==> src/rtl/snes_joypad_reader.sv <==
// SNES controller poller: drives latch/clock, shifts in 16 serial button bits
// and publishes each complete frame as an active-low parallel word.
module snes_joypad_reader #(
  parameter int unsigned HALF_PERIOD = 256,
  parameter int unsigned POLL_CYCLES = 50000
) (
  input  logic        clock,
  input  logic        reset,
  input  logic        enable,
  output logic        joy_latch,
  output logic        joy_clk,
  input  logic        joy_data,
  output logic [15:0] joypad_state,
  output logic        state_valid
);

  typedef enum logic [2:0] {
    IDLE,
    LATCH,
    GAP,
    CLK_LO,
    CLK_HI,
    DONE
  } state_t;

  localparam logic [31:0] H_LAST     = 32'(HALF_PERIOD - 1);
  localparam logic [31:0] LATCH_LAST = 32'(2 * HALF_PERIOD - 1);
  localparam logic [31:0] POLL_LAST  = 32'(POLL_CYCLES);

  state_t      state;
  logic [31:0] cnt;
  logic [4:0]  bit_idx;
  logic [15:0] sr;
  logic        data_meta;
  logic        data_sync;

  always_ff @(posedge clock or negedge reset) begin
    if (!reset) begin
      state        <= IDLE;
      cnt          <= '0;
      bit_idx      <= '0;
      sr           <= '1;
      data_meta    <= 1'b1;
      data_sync    <= 1'b1;
      joy_latch    <= 1'b0;
      joy_clk      <= 1'b1;
      joypad_state <= '1;
      state_valid  <= 1'b0;
    end else begin
      data_meta   <= joy_data;
      data_sync   <= data_meta;
      state_valid <= 1'b0;
      case (state)
        IDLE: begin
          // Counter parks at terminal count until enable is seen.
          if (cnt == POLL_LAST) begin
            if (enable) begin
              state     <= LATCH;
              cnt       <= '0;
              joy_latch <= 1'b1;
            end
          end else begin
            cnt <= cnt + 32'd1;
          end
        end
        LATCH: begin
          if (cnt == LATCH_LAST) begin
            state     <= GAP;
            cnt       <= '0;
            joy_latch <= 1'b0;
          end else begin
            cnt <= cnt + 32'd1;
          end
        end
        GAP: begin
          if (cnt == H_LAST) begin
            sr[0]   <= data_sync;
            bit_idx <= 5'd1;
            state   <= CLK_LO;
            cnt     <= '0;
            joy_clk <= 1'b0;
          end else begin
            cnt <= cnt + 32'd1;
          end
        end
        CLK_LO: begin
          if (cnt == H_LAST) begin
            state   <= CLK_HI;
            cnt     <= '0;
            joy_clk <= 1'b1;
          end else begin
            cnt <= cnt + 32'd1;
          end
        end
        CLK_HI: begin
          if (cnt == H_LAST) begin
            cnt <= '0;
            if (bit_idx <= 5'd15) sr[bit_idx[3:0]] <= data_sync;
            // The 16th clock pulse only returns the pad to idle; nothing sampled.
            if (bit_idx == 5'd16) begin
              state        <= DONE;
              joypad_state <= sr;
              state_valid  <= 1'b1;
            end else begin
              bit_idx <= bit_idx + 5'd1;
              state   <= CLK_LO;
              joy_clk <= 1'b0;
            end
          end else begin
            cnt <= cnt + 32'd1;
          end
        end
        DONE: begin
          state <= IDLE;
          cnt   <= '0;
        end
        default: begin
          state <= IDLE;
          cnt   <= '0;
        end
      endcase
    end
  end

endmodule

==> config.mk <==
export PLATFORM = sky130hd
export DESIGN_NAME = snes_joypad_reader
export DESIGN_NICKNAME = d
export VERILOG_FILES = /design/src/rtl/snes_joypad_reader.sv
export SDC_FILE = /design/constraint.sdc
export NUM_CORES = 1
export LEC_CHECK = 0
export ABC_AREA = 1
export CORE_MARGIN = 3
export CORE_UTILIZATION = 30
export CTS_BUF_LIST = sky130_fd_sc_hd__clkbuf_16
export DETAILED_ROUTE_END_ITERATION = 6
export GPL_ROUTABILITY_DRIVEN = 0
export HOLD_SLACK_MARGIN = 0.05
export PLACE_DENSITY = 0.57
export SETUP_SLACK_MARGIN = 0.02
export SLEW_MARGIN = 10
export SYNTH_ARGS = -nofsm -noshare
export SYNTH_HDL_FRONTEND = slang
export SYNTH_SLANG_ARGS = --single-unit
==> constraint.sdc <==
create_clock -name clock -period 3.01 [get_ports clock]
set_clock_uncertainty 0.2 [all_clocks]
set_input_delay 0.602 -clock clock [delete_from_list [all_inputs] [get_ports clock]]
set_output_delay 0.602 -clock clock [all_outputs]
set_load 0.03 [all_outputs]
==> results of run 1 <==
==> synthesized netlist by cell type, types with 2 or more instances <==
| cell type | instances |
|---|---|
| nand2_1 | 189 |
| nor2_1 | 72 |
| inv_1 | 59 |
| nand3_1 | 43 |
| dfrtp_1 | 42 |
| dfstp_2 | 35 |
| xor2_1 | 22 |
| a21oi_1 | 20 |
| nor3_1 | 14 |
| o21ai_0 | 14 |
| inv_2 | 8 |
| nand4_1 | 8 |
| buf_4 | 7 |
| ha_1 | 7 |
| nand2_2 | 4 |
| nor2_4 | 4 |
| nor2_2 | 3 |
| o21ai_1 | 3 |
| clkbuf_1 | 2 |
| clkinv_2 | 2 |
| nand3_2 | 2 |
| nand3_4 | 2 |
| o211ai_1 | 2 |
| xnor2_1 | 2 |
==> layout make-up <==
type,count,share of cell area [%]
multi-input combinational,422,41.1
sequential,77,39.4
inverter,69,5.22
tap,180,4.50
timing repair buffer,23,4.50
clock inverter,7,0.825
clock buffer,9,4.50
==> metal layers <==
metal  wire length, um  share of wire, %  vias up  track usage [%]
met5                 0                 0        -                0
met4               133               1.4        0             3.91
met3               369               3.8       13             2.74
met2              4240                44       71             19.8
met1              4950                51     1642             18.6
li1                  -                 -     1868                -
==> power groups by stage <==
stage	combinational (uW)	clock (uW)	sequential, uW
floorplan	3.92	0	1060
global placement	25.8	0	1060
detailed placement	26.2	0	1060
CTS	26.3	1000	1040
global route	29.0	1050	1040
finish	24.4	978	1040
==> stage by stage <==
| step | instance area, um^2 | instances |
|---|---|---|
| 2_1_floorplan | 4370 | 579 |
| 3_3_place_gp | 4740 | 771 |
| 3_5_place_dp | 4740 | 771 |
| 4_1_cts | 5010 | 787 |
| 5_1_grt | 5010 | 787 |
| 6_report | 5010 | 787 |
==> registers in the layout, indices dropped and copies added, names as in the netlist, 3 cells and up <==
signal	flops
state	3
sr	16
joypad_state	16
bit_idx	5
cnt	32
==> cell families (layout without fill, tap and decap cells) <==
kind of cell    count (synthesis)  count (layout)  synth area share, %
simple gates                  349             349                 35.2
buf+inv                        80             108                 7.74
flops                          77              77                 45.1
fa+ha+maj                       7               7                 2.01
xor+xnor                       24              24                 4.81
compound gates                 42              42                 5.13
==> critical path, cell delays in order, from the launching register on <==
cell	delay, ns
dfrtp_1	0.44
ha_1	0.25
nand2_2	0.08
nor2_4	0.17
nand2_4	0.10
clkinv_2	0.06
nand3_4	0.08
nor2_8	0.14
nor2_2	0.08
nor2_4	0.50
a21oi_1	0.16
==> worst max-delay path by stage <==
stage | endpoint | depth (start not counted) | slack (ns)
2_1_floorplan | cnt[5] | 11 | 1.15
3_3_place_gp | state[0] | 11 | 0.64
3_5_place_dp | cnt[10] | 10 | 0.61
4_1_cts | cnt[16] | 10 | 0.59
5_1_grt | state[2] | 12 | 0.35
6_report | cnt[16] | 10 | 0.58
==> results.md, run 1 <==
- Worst hold stages: 0
- Total number of vias: approximately 3600
- Power share of the combinational group: roughly 1.2%
- Share of layout cells above drive strength 1: roughly an eighth
- Slew Limit Headroom: 35.1%
- Worst-Margin Slew: 0.973 ns
- Run status: finished, final reports clean
- Crit path capture type: flip-flop
- Max FO, Critical Path: 22
- Worst slack, placed: roughly 0.6 ns
- Min-delay src: data_meta
- CP Data Arrival Time: around 2.4 ns
- Cell Int Power: roughly 1600 uW
- Post-cts sizing count: 0
- Synthesis warning total: 0
- Post-route DRC: 0
- Vias per inst: 4.57
- Maxcap violations: 0
- Clk root buf: clkbuf_16
- Core area: between 10000 and 15000 um^2
- Clock latency on the worst-skew pair: roughly 0.34 ns
- Clock buffer depth: 2
- Power density over the cells: about 410 nW/um^2
- HPWL after DPL: 7.06 mm
- P&R area growth vs syn: 14.7%
- Crit share post-route: around 81%
- Sw Ratio: between 20 and 25%
- Total wire length: 9.69 mm
- WP data required: roughly 3 ns
- Global Route Usage Sum: a little over an eighth
- FP Rows: 43
- LEAKAGE: 0.00232 uW
- DR iter-0 viols: about 270
- Fillers: about 1500
- Wirelength per Cell: approximately 12 um
- Reg2reg path depth: 10
- Synth Cell Area: about 4400 um^2
- Sequential share of the synthesized area: ~45%
- Reg2reg start: cnt[0]
- Synth async-reset ratio: 100%
- Final setup TNS: 0 ns
- Worst Setup Start Kind: flip-flop
- Hold buffers post-CTS: 0
- Multi-input combinational cell area: 2060 um^2
- Die height: ~130 um
- Crit Path Category: reg -> reg
- Area fraction of the dominant cell type after synthesis: 24.1%
- Initial antenna violation count: 0
- Clock group share of total power: a little under half
- Number of synthesized flops with an enable pin: 0
- Hold Fails Final Rpt: 0
- RSZ-0062 raised after global routing: false
- Worst R2R End: cnt[16]
- First-pass GRT wire length: about 17 mm
- CTS Buf Count: 9
- DRT Pass-1 Iters: 5
- Tmin final: 2.43 ns
- R2r setup slk: 0.58 ns
- Top FF cell, synth: dfrtp_1
- Antenna Nets Post-Route: 0
- Die ar.: roughly 16000 um^2
- Die width: roughly 130 um
- Port Buffer Count: 22
- Largest cells by area after synthesis: dfrtp_1, dfstp_2, nand2_1
- Achievable frequency: between 400 and 500 MHz
- Post-Syn Nets: 590
- Post-CTS Setup Repair Bufs: 0
- Cells after Synth: between 500 and 600
- Yosys cell types: 37
- Register area: 1970 um^2
- Overflow left after global routing: 0
- CP startpoint: cnt[0]
- Number of global-route vias before repair: between 3000 and 4000
- WHS: approximately 0.16 ns
- Clock Pin Slew Worst Setup and Hold Paths: around 0.060 ns
- Most frequent cells in the layout: nand2_1, nor2_1, inv_1
- Final number of setup-violating endpoints: 0
- Clock sinks: just under 80
- Top-Level Pins: 23
- Net switching power: approximately 450 uW
- Worst hold endpoint: data_sync
- Syn Area/Cell: roughly 7.5 um^2
- Leading area contributor after synthesis: dfrtp_1
- FF+latch count, synth: 77
- Number of diodes: 0
- Initial Util: roughly 31%
- Largest net degree at the start of global routing: a little under 80
- Flop pwr share: about half
- Worst hold path type: reg -> reg
- CTS H-tree lvls: 3
- Max Slew Vio Count: 0
- Layout Utilization: between 30% and 40%
- Worst VDD drop: 0.000286 V
- Total power: approximately 2000 uW
- Final WS setup: slightly below 0.6 ns
- Commonest non-fill, non-tap cell in the layout: nand2_1
- Nets: around 610
- CTS tree: yes
Power figures use the tool's default switching activity.
==> run 2, diff against run 1 <==
clock period = 2.3 ns   (was 3.01 ns; I/O delays follow)
==> run 2 against run 1 <==
Worst setup slack got worse by 0.50 ns. Combinational power rose by 50%. Utilization rose by 1.3 points. Total power rose by 39%. Global-route usage fell by 0.054 points.
==> results.md, run 2 (synthesized netlist as in run 1, its figures left out) <==
- CP delay by family, top: buffers and inverters
- FP Rows: 43 (unchanged)
- Reg2reg start: bit_idx[0]
- Max reg flops: 32 (unchanged)
- Wirelength per Cell: 12.0 um (-2.3%)
- Crit Path Category: reg -> out
- CP max stage delay: 0.68 ns (+0.18 ns)
- Tmin final: 2.22 ns
- Layout Cells excl Fill: 801 (+1.8%)
- Crit path capture type: primary output
- Largest regs: cnt (32), joypad_state (16), sr (16)
- Dpl cell area: 4880 um^2 (+2.9%)
- Worst VDD drop: 0.000324 V (+13%)
- DR iter-0 viols: 195 (-28%)
- Initial antenna violation count: 0 (unchanged)
- CP startpoint: joypad_state[11]
- Crit share post-route: 96.4%
- Crit-path cells: clkdlybuf4s50_1
- CTS Buf Count: 9 (unchanged)
- Clock latency on the worst-skew pair: 0.34 ns (about the same)
- Nets: 627 (+2.3%)
- HPWL after DPL: 7.37 mm (+4.4%)
- Initial Util: 31.1% (unchanged)
- Net switching power: 620 uW (+38%)
- Max Slew Vio Count: 0 (unchanged)
- Clock Pin Slew Worst Setup and Hold Paths: 0.06 ns (about the same)
- Clock sinks: 77 (unchanged)
- Power density over the cells: 548 nW/um^2 (+34%)
- CP bufs+invs: 1 (unchanged)
- Clock group share of total power: 50.7% (+2.9 points)
- Clk root buf: clkbuf_16
- Antenna Nets Post-Route: 0 (unchanged)
- DRT Pass-1 Iters: 5 (unchanged)
- Port Buffer Count: 22 (unchanged)
- Achievable frequency: about 450 MHz
- Core area: 14000 um^2 (unchanged)
- Maxcap violations: 0 (unchanged)
- Slew Limit Headroom: 67.5% (+32 points)
- Final setup TNS: 0 ns (unchanged)
- Biggest register: cnt
- Worst hold path type: reg -> reg
- First-pass GRT wire length: 17.2 mm (-0.44%)
- Top-Level Pins: 23 (unchanged)
- Placed insts: 784 (+1.7%)
- Total number of vias: 3629 (+0.97%)
- Design Area, Final: 5190 um^2 (+3.7%)
- Share of layout cells above drive strength 1: 15.6% (+2.4 points)
- Largest net degree at the start of global routing: 51 (-35%)
- CP Data Arrival Time: 1.56 ns (-0.85 ns)
- Most frequent cells in the layout: nand2_1, nor2_1, inv_1
- Min-delay src: data_meta
- Worst-Margin Slew: 0.484 ns (-0.489 ns)
- P&R area growth vs syn: 18.9%
- LEAKAGE: 0.00241 uW (+3.7%)
- CP max-delay cell: clkdlybuf4s50_1
- Run status: finished, final reports clean
- Flop pwr share: 48.0% (-3.0 points)
- Die height: 127 um (unchanged)
- WP data required: 1.64 ns (-1.35 ns)
- Cell Int Power: 2230 uW (+39%)
- Commonest non-fill, non-tap cell in the layout: nand2_1
- Hold Fails Final Rpt: 0 (unchanged)
- Global Route Usage Sum: 13.0% (-0.054 points)
- RSZ-0062 raised after global routing: true
- Die width: 127 um (unchanged)
- Vias per inst: 4.53 (-0.79%)
- Layout Utilization: 37.0% (+1.3 points)
- Number of diodes: 0 (unchanged)
- Number of global-route vias before repair: 3640 (+1.3%)
- CTS H-tree lvls: 3 (unchanged)
- Sw Ratio: 21.8% (-0.13 points)
- Max FO, Critical Path: 2 (-91%)
- Worst Setup Start Kind: flip-flop
- Total wire length: 9.64 mm (-0.54%)
- Power share of the combinational group: 1.3% (about the same)
- Post-route DRC: 0 (unchanged)
- CTS tree: yes
- Final number of setup-violating endpoints: 0 (unchanged)
- Overflow left after global routing: 0 (unchanged)
- Clock buffer depth: 2 (unchanged)
- Die ar.: 16000 um^2 (unchanged)
run 2: changes by cell type in the layout (fill, tap and decap cells not counted), sizes merged:
cell | previous run | this run
buf | 2 | 15
bufinv | 0 | 1
clkinv | 6 | 3
dlygate4sd3 | 0 | 1
inv | 70 | 72
run 2: per-stage QoR:
stage | hold WS (ns) | total power [uW] | setup WS, ns
4_1_cts | 0.158 | 2890 | 0.0634
3_3_place_gp | 0.149 | 1430 | 0.218
3_5_place_dp | 0.149 | 1430 | 0.192
2_1_floorplan | -0.0356 | 1390 | 0.442
6_report | 0.156 | 2850 | 0.0837
5_1_grt | 0.161 | 2960 | 0.0107
run 2: layer usage:
metal	global-route usage, %	share of wire (%)
met1	17.9	50
met2	19.5	45
met3	3.12	3.4
met4	5.43	1.8
met5	0	0
run 2: final timing paths:
check / endpoint / slack (ns) / cells past startpoint
worst min-delay path: data_sync / 0.16 / 0
worst max register to register: sr[11] / 0.21 / 10
min in group asynchronous: cnt[30] / 0.39 / 2
worst min register to register: data_sync / 0.16 / 0
max in group asynchronous: sr[12] / 0.90 / 3
worst max-delay path: joypad_state[11] / 0.08 / 1
run 2: area by class of cell:
cell class | count | area (um^2)
clock buffer | 9 | 225
fill | 1405 | 8850
timing repair buffer | 37 | 370
tap | 180 | 225
multi-input combinational | 422 | 2060
clock inverter | 7 | 78.8
sequential | 77 | 1970
inverter | 69 | 263
run 2: power groups by stage:
stage,sequential [uW],clock [uW],combinational (uW)
floorplan,1380,0,5.13
global placement,1390,0,37.5
detailed placement,1390,0,37.8
CTS,1370,1490,39.3
global route,1360,1550,43.1
finish,1370,1440,36.5
run 2: what timing repair did:
item,4_1_cts,5_1_grt
resized for setup,0,3
endpoints found under the setup margin,0,20
hold buffers,1,0
buffers inserted,0,0
hold endpoints to repair,21,0
==> run 3, diff against run 2 <==
--- a/config.mk
+++ b/config.mk
@@ -7,3 +7,3 @@
 export LEC_CHECK = 0
-export ABC_AREA = 1
+export ABC_AREA = 0
 export CORE_MARGIN = 3
@@ -16,3 +16,3 @@
 export SETUP_SLACK_MARGIN = 0.02
-export SLEW_MARGIN = 10
+export SLEW_MARGIN = 20
 export SYNTH_ARGS = -nofsm -noshare
==> constraint.sdc (replaced) <==
create_clock -name clock -period 2.3 [get_ports clock]
set_clock_uncertainty 0.2 [all_clocks]
set_input_delay 0.345 -clock clock [delete_from_list [all_inputs] [get_ports clock]]
set_output_delay 0.345 -clock clock [all_outputs]
set_load 0.03 [all_outputs]
==> run 3 against run 2 <==
Synthesized cell count is 36% lower. Fmax down 8.1%. Largest power group is now sequential cells. First-iteration DRC count decreased by 12%. Largest cell class unchanged. Worst setup slack got worse by 0.19 ns. Register-to-register slack got worse by 0.32 ns. Worst hold slack improved by 0.0028 ns. Synthesized area fell by 9.9%. Critical endpoint is now sr[15]. Total power shrank 3.2%. The run now ends with negative setup slack left. Non-clock buffer count increased by 83. Combinational power rose by 2%. Sequential power hardly changed.
==> results.md, run 3 <==
- Clk root buf: clkbuf_16
- Synth async-reset ratio: 100% (unchanged)
- Clock buffer depth: 2 (unchanged)
- Synth Area in Compound Gates: 5.21% (+0.084 points)
- CP Data Arrival Time: 2.48 ns (+0.92 ns)
- CP max stage delay: 0.45 ns (-0.23 ns)
- CP max-delay cell: or4_4
- WP data required: 2.36 ns (+0.72 ns)
- Most frequent cell after synthesis: dfrtp_1
- Die ar.: 14500 um^2 (-9.4%)
- Simple-gate share of the synthesized area: 23.0% (-12 points)
- LEAKAGE: 0.00246 uW (+2.4%)
- Number of global-route vias before repair: 3315 (-8.9%)
- Crit Path Category: reg -> reg
- CTS H-tree lvls: 3 (unchanged)
- CP delay by family, top: simple AND/OR/NAND/NOR gates
- Area share of fa/ha/maj cells after synthesis: 2.23% (+0.22 points)
- Area fraction of the dominant cell type after synthesis: 26.7% (+2.6 points)
- Commonest cells post-synth: dfrtp_1, nor2_1, dfstp_2
- Largest net degree at the start of global routing: 40 (-22%)
- HPWL after DPL: 6.43 mm (-13%)
- Number of diodes: 0 (unchanged)
- Largest regs: cnt (32), joypad_state (16), sr (16)
- Max reg flops: 32 (unchanged)
- Slew Limit Headroom: 65.6% (-1.9 points)
- Clock Pin Slew Worst Setup and Hold Paths: 0.06 ns (about the same)
- Power share of the combinational group: 1.4% (about the same)
- Top FF cell, synth: dfrtp_1
- Initial antenna violation count: 0 (unchanged)
- Vias per inst: 4.93 (+8.8%)
- Antenna Nets Post-Route: 0 (unchanged)
- Tmin final: 2.41 ns (+0.195 ns)
- Worst hold path type: reg -> reg
- Max Slew Vio Count: 0 (unchanged)
- Fillers: 1205 (-14%)
- RSZ-0062 raised after global routing: true
- Max FO, Critical Path: 8 (+6)
- Commonest non-fill, non-tap cell in the layout: buf_4
- Power density over the cells: 477 nW/um^2 (-13%)
- Post-synthesis xor/xnor area fraction: 6.45% (+1.6 points)
- Worst slack, placed: -0.325 ns (-0.517 ns)
- Total number of vias: 3259 (-10%)
- Crit share post-route: 105% (+8.5 points)
- Largest family of logic cells by synthesized area: simple AND/OR/NAND/NOR gates
- Flop pwr share: 49.5% (+1.5 points)
- Cells after Synth: 369 (-36%)
- Crit-path cells: or3_4 > or4_4 > nor4_4 > buf_6 > buf_12 > nand4_1 > mux2_4
- Clock latency on the worst-skew pair: 0.34 ns (about the same)
- Worst VDD drop: 0.000312 V (-3.6%)
- Reg2reg start: cnt[9]
- Worst-Margin Slew: 0.516 ns (+0.0326 ns)
- Die height: 121 um (-4.8%)
- Most frequent cells in the layout: buf_4, dfrtp_1, nor2_1
- Share of layout cells above drive strength 1: 45.2% (+30 points)
- Run status: finished with violations
- Port Buffer Count: 22 (unchanged)
- Syn Area/Cell: 10.7 um^2 (+41%)
- Final number of setup-violating endpoints: 44 (+44)
- Net switching power: 639 uW (+3.0%)
- Leading area contributor after synthesis: dfrtp_1
- P&R area growth vs syn: 46.7%
- Overflow left after global routing: 0 (unchanged)
- Yosys cell types: 52 (+41%)
- Synth Cell Area: 3940 um^2 (-9.9%)
- Synthesis warning total: 0 (unchanged)
- Layout Utilization: 45.4% (+8.4 points)
- Final WS setup: -0.111 ns (-0.195 ns)
- Sequential share of the synthesized area: 50.1% (+4.9 points)
- Global Route Usage Sum: 14.0% (+1.0 points)
- Core area: 12700 um^2 (-9.4%)
- FF+latch count, synth: 77 (unchanged)
- Total wire length: 10.2 mm (+5.4%)
- DR iter-0 viols: 171 (-12%)
- Crit path capture type: flip-flop
- Min-delay src: data_meta
- Wirelength per Cell: 15.4 um (+28%)
- CTS tree: yes
- Total power: 2760 uW (-3.2%)
- DRT Pass-1 Iters: 4 (-1)
- Die width: 121 um (-4.8%)
- Post-Syn Nets: 380 (-36%)
- Failing checks: negative setup slack
- Post-route DRC: 0 (unchanged)
- Mux contribution to synthesized area: 9.41% (+9.4 points)
- CP bufs+invs: 2 (+1)
- Cell Int Power: 2120 uW (-4.9%)
- CP startpoint: cnt[9]
- First-pass GRT wire length: 16.3 mm (-5.1%)
- Top-Level Pins: 23 (unchanged)
- CTS Buf Count: 9 (unchanged)
- Sw Ratio: 23.2% (+1.4 points)
- FP Rows: 41 (-4.7%)
- Clock sinks: 77 (unchanged)
- Hold Fails Final Rpt: 0 (unchanged)
- Worst Setup Start Kind: flip-flop
- Number of synthesized flops with an enable pin: 0 (unchanged)
- Achievable frequency: 415 MHz (-8.1%)
- Clock group share of total power: 49.1% (-1.6 points)
- Biggest register: cnt
- Maxcap violations: 0 (unchanged)
- Initial Util: 30.9% (-0.16 points)
- Nets: 495 (-21%)
- Largest cells by area after synthesis: dfrtp_1, dfstp_2, mux2_2
==> run 3: cell types whose count changed after synthesis, moves of 13 or more <==
cell,change
mux2_2,+30
nor4_1,+13
a21oi_1,-16
inv_1,-49
nand2_1,-166
nor2_1,-33
==> run 3: layer usage <==
metal	wire, um	global-route usage (%)	vias to the layer above
met2	5250	23.4	55
met3	327	3.18	12
met4	130	4.89	0
met5	0	0	-
met1	4460	17.8	1626
li1	-	-	1566
==> run 3: logic make-up (layout without fill, tap and decap cells) <==
| family | after synthesis | after routing |
|---|---|---|
| buffers and inverters | 26 | 146 |
| adder cells (fa/ha/maj) | 7 | 7 |
| flip-flops | 77 | 77 |
| multiplexers | 33 | 33 |
| AND/OR/NAND/NOR | 165 | 165 |
| AO/OA/AOI/OAI | 32 | 32 |
| XOR/XNOR | 29 | 29 |
==> run 3: power groups by stage <==
stage	Clock, uW	Sequential [uW]	Combinational (uW)
final	1350	1360	37.4
after global placement	0	1390	36.8
after global routing	1460	1360	43.7
after detailed placement	0	1390	38.1
after CTS	1400	1360	40.0
after floorplan	0	1380	2.90
==> run 3: layout make-up <==
cell class | count | area [um^2] | share of cell area, %
Multi-Input combinational cell | 266 | 2170 | 37.6
Clock buffer | 9 | 225 | 3.90
Sequential cell | 77 | 1970 | 34.1
Tap cell | 172 | 215 | 3.73
Clock inverter | 7 | 56.3 | 0.975
Timing Repair Buffer | 120 | 1100 | 19.1
Inverter | 10 | 37.5 | 0.650
==> run 3: final timing paths <==
kind	cells past startpoint	slack, ns	endpoint
worst min register to register	0	0.16	data_sync
worst max register to register	7	-0.11	sr[15]
min in group asynchronous	2	0.32	state[1]
worst max-delay path	7	-0.11	sr[15]
worst min-delay path	0	0.16	data_sync
max in group asynchronous	3	0.91	joypad_state[14]
==> run 3: stage by stage <==
stage / hold slack, ns / TNS, ns / instances / cell area (um^2)
6_report: 0.159 / -1.53 / 661 / 5780
5_1_grt: 0.167 / -7.34 / 661 / 5780
4_1_cts: 0.163 / -2.30 / 656 / 5560
3_5_place_dp: 0.154 / -9.31 / 622 / 4880
3_3_place_gp: 0.146 / -8.77 / 622 / 4880
2_1_floorplan: -0.151 / -2.23 / 369 / 3950
==> run 3: repair_timing <==
item	CTS	global route
resized for setup	48	47
cloned	3	3
pin swaps	12	14
hold buffers	1	0
setup buffers	14	5
hold endpoints to repair	28	0
endpoints found under the setup margin	67	74
==> run 3: worst register-to-register path, cell delays in order, from the launching register on <==
cell     delay [ns]
dfrtp_1        0.41
or3_4          0.40
or4_4          0.45
nor4_4         0.16
buf_6          0.17
buf_12         0.12
nand4_1        0.11
mux2_4         0.32
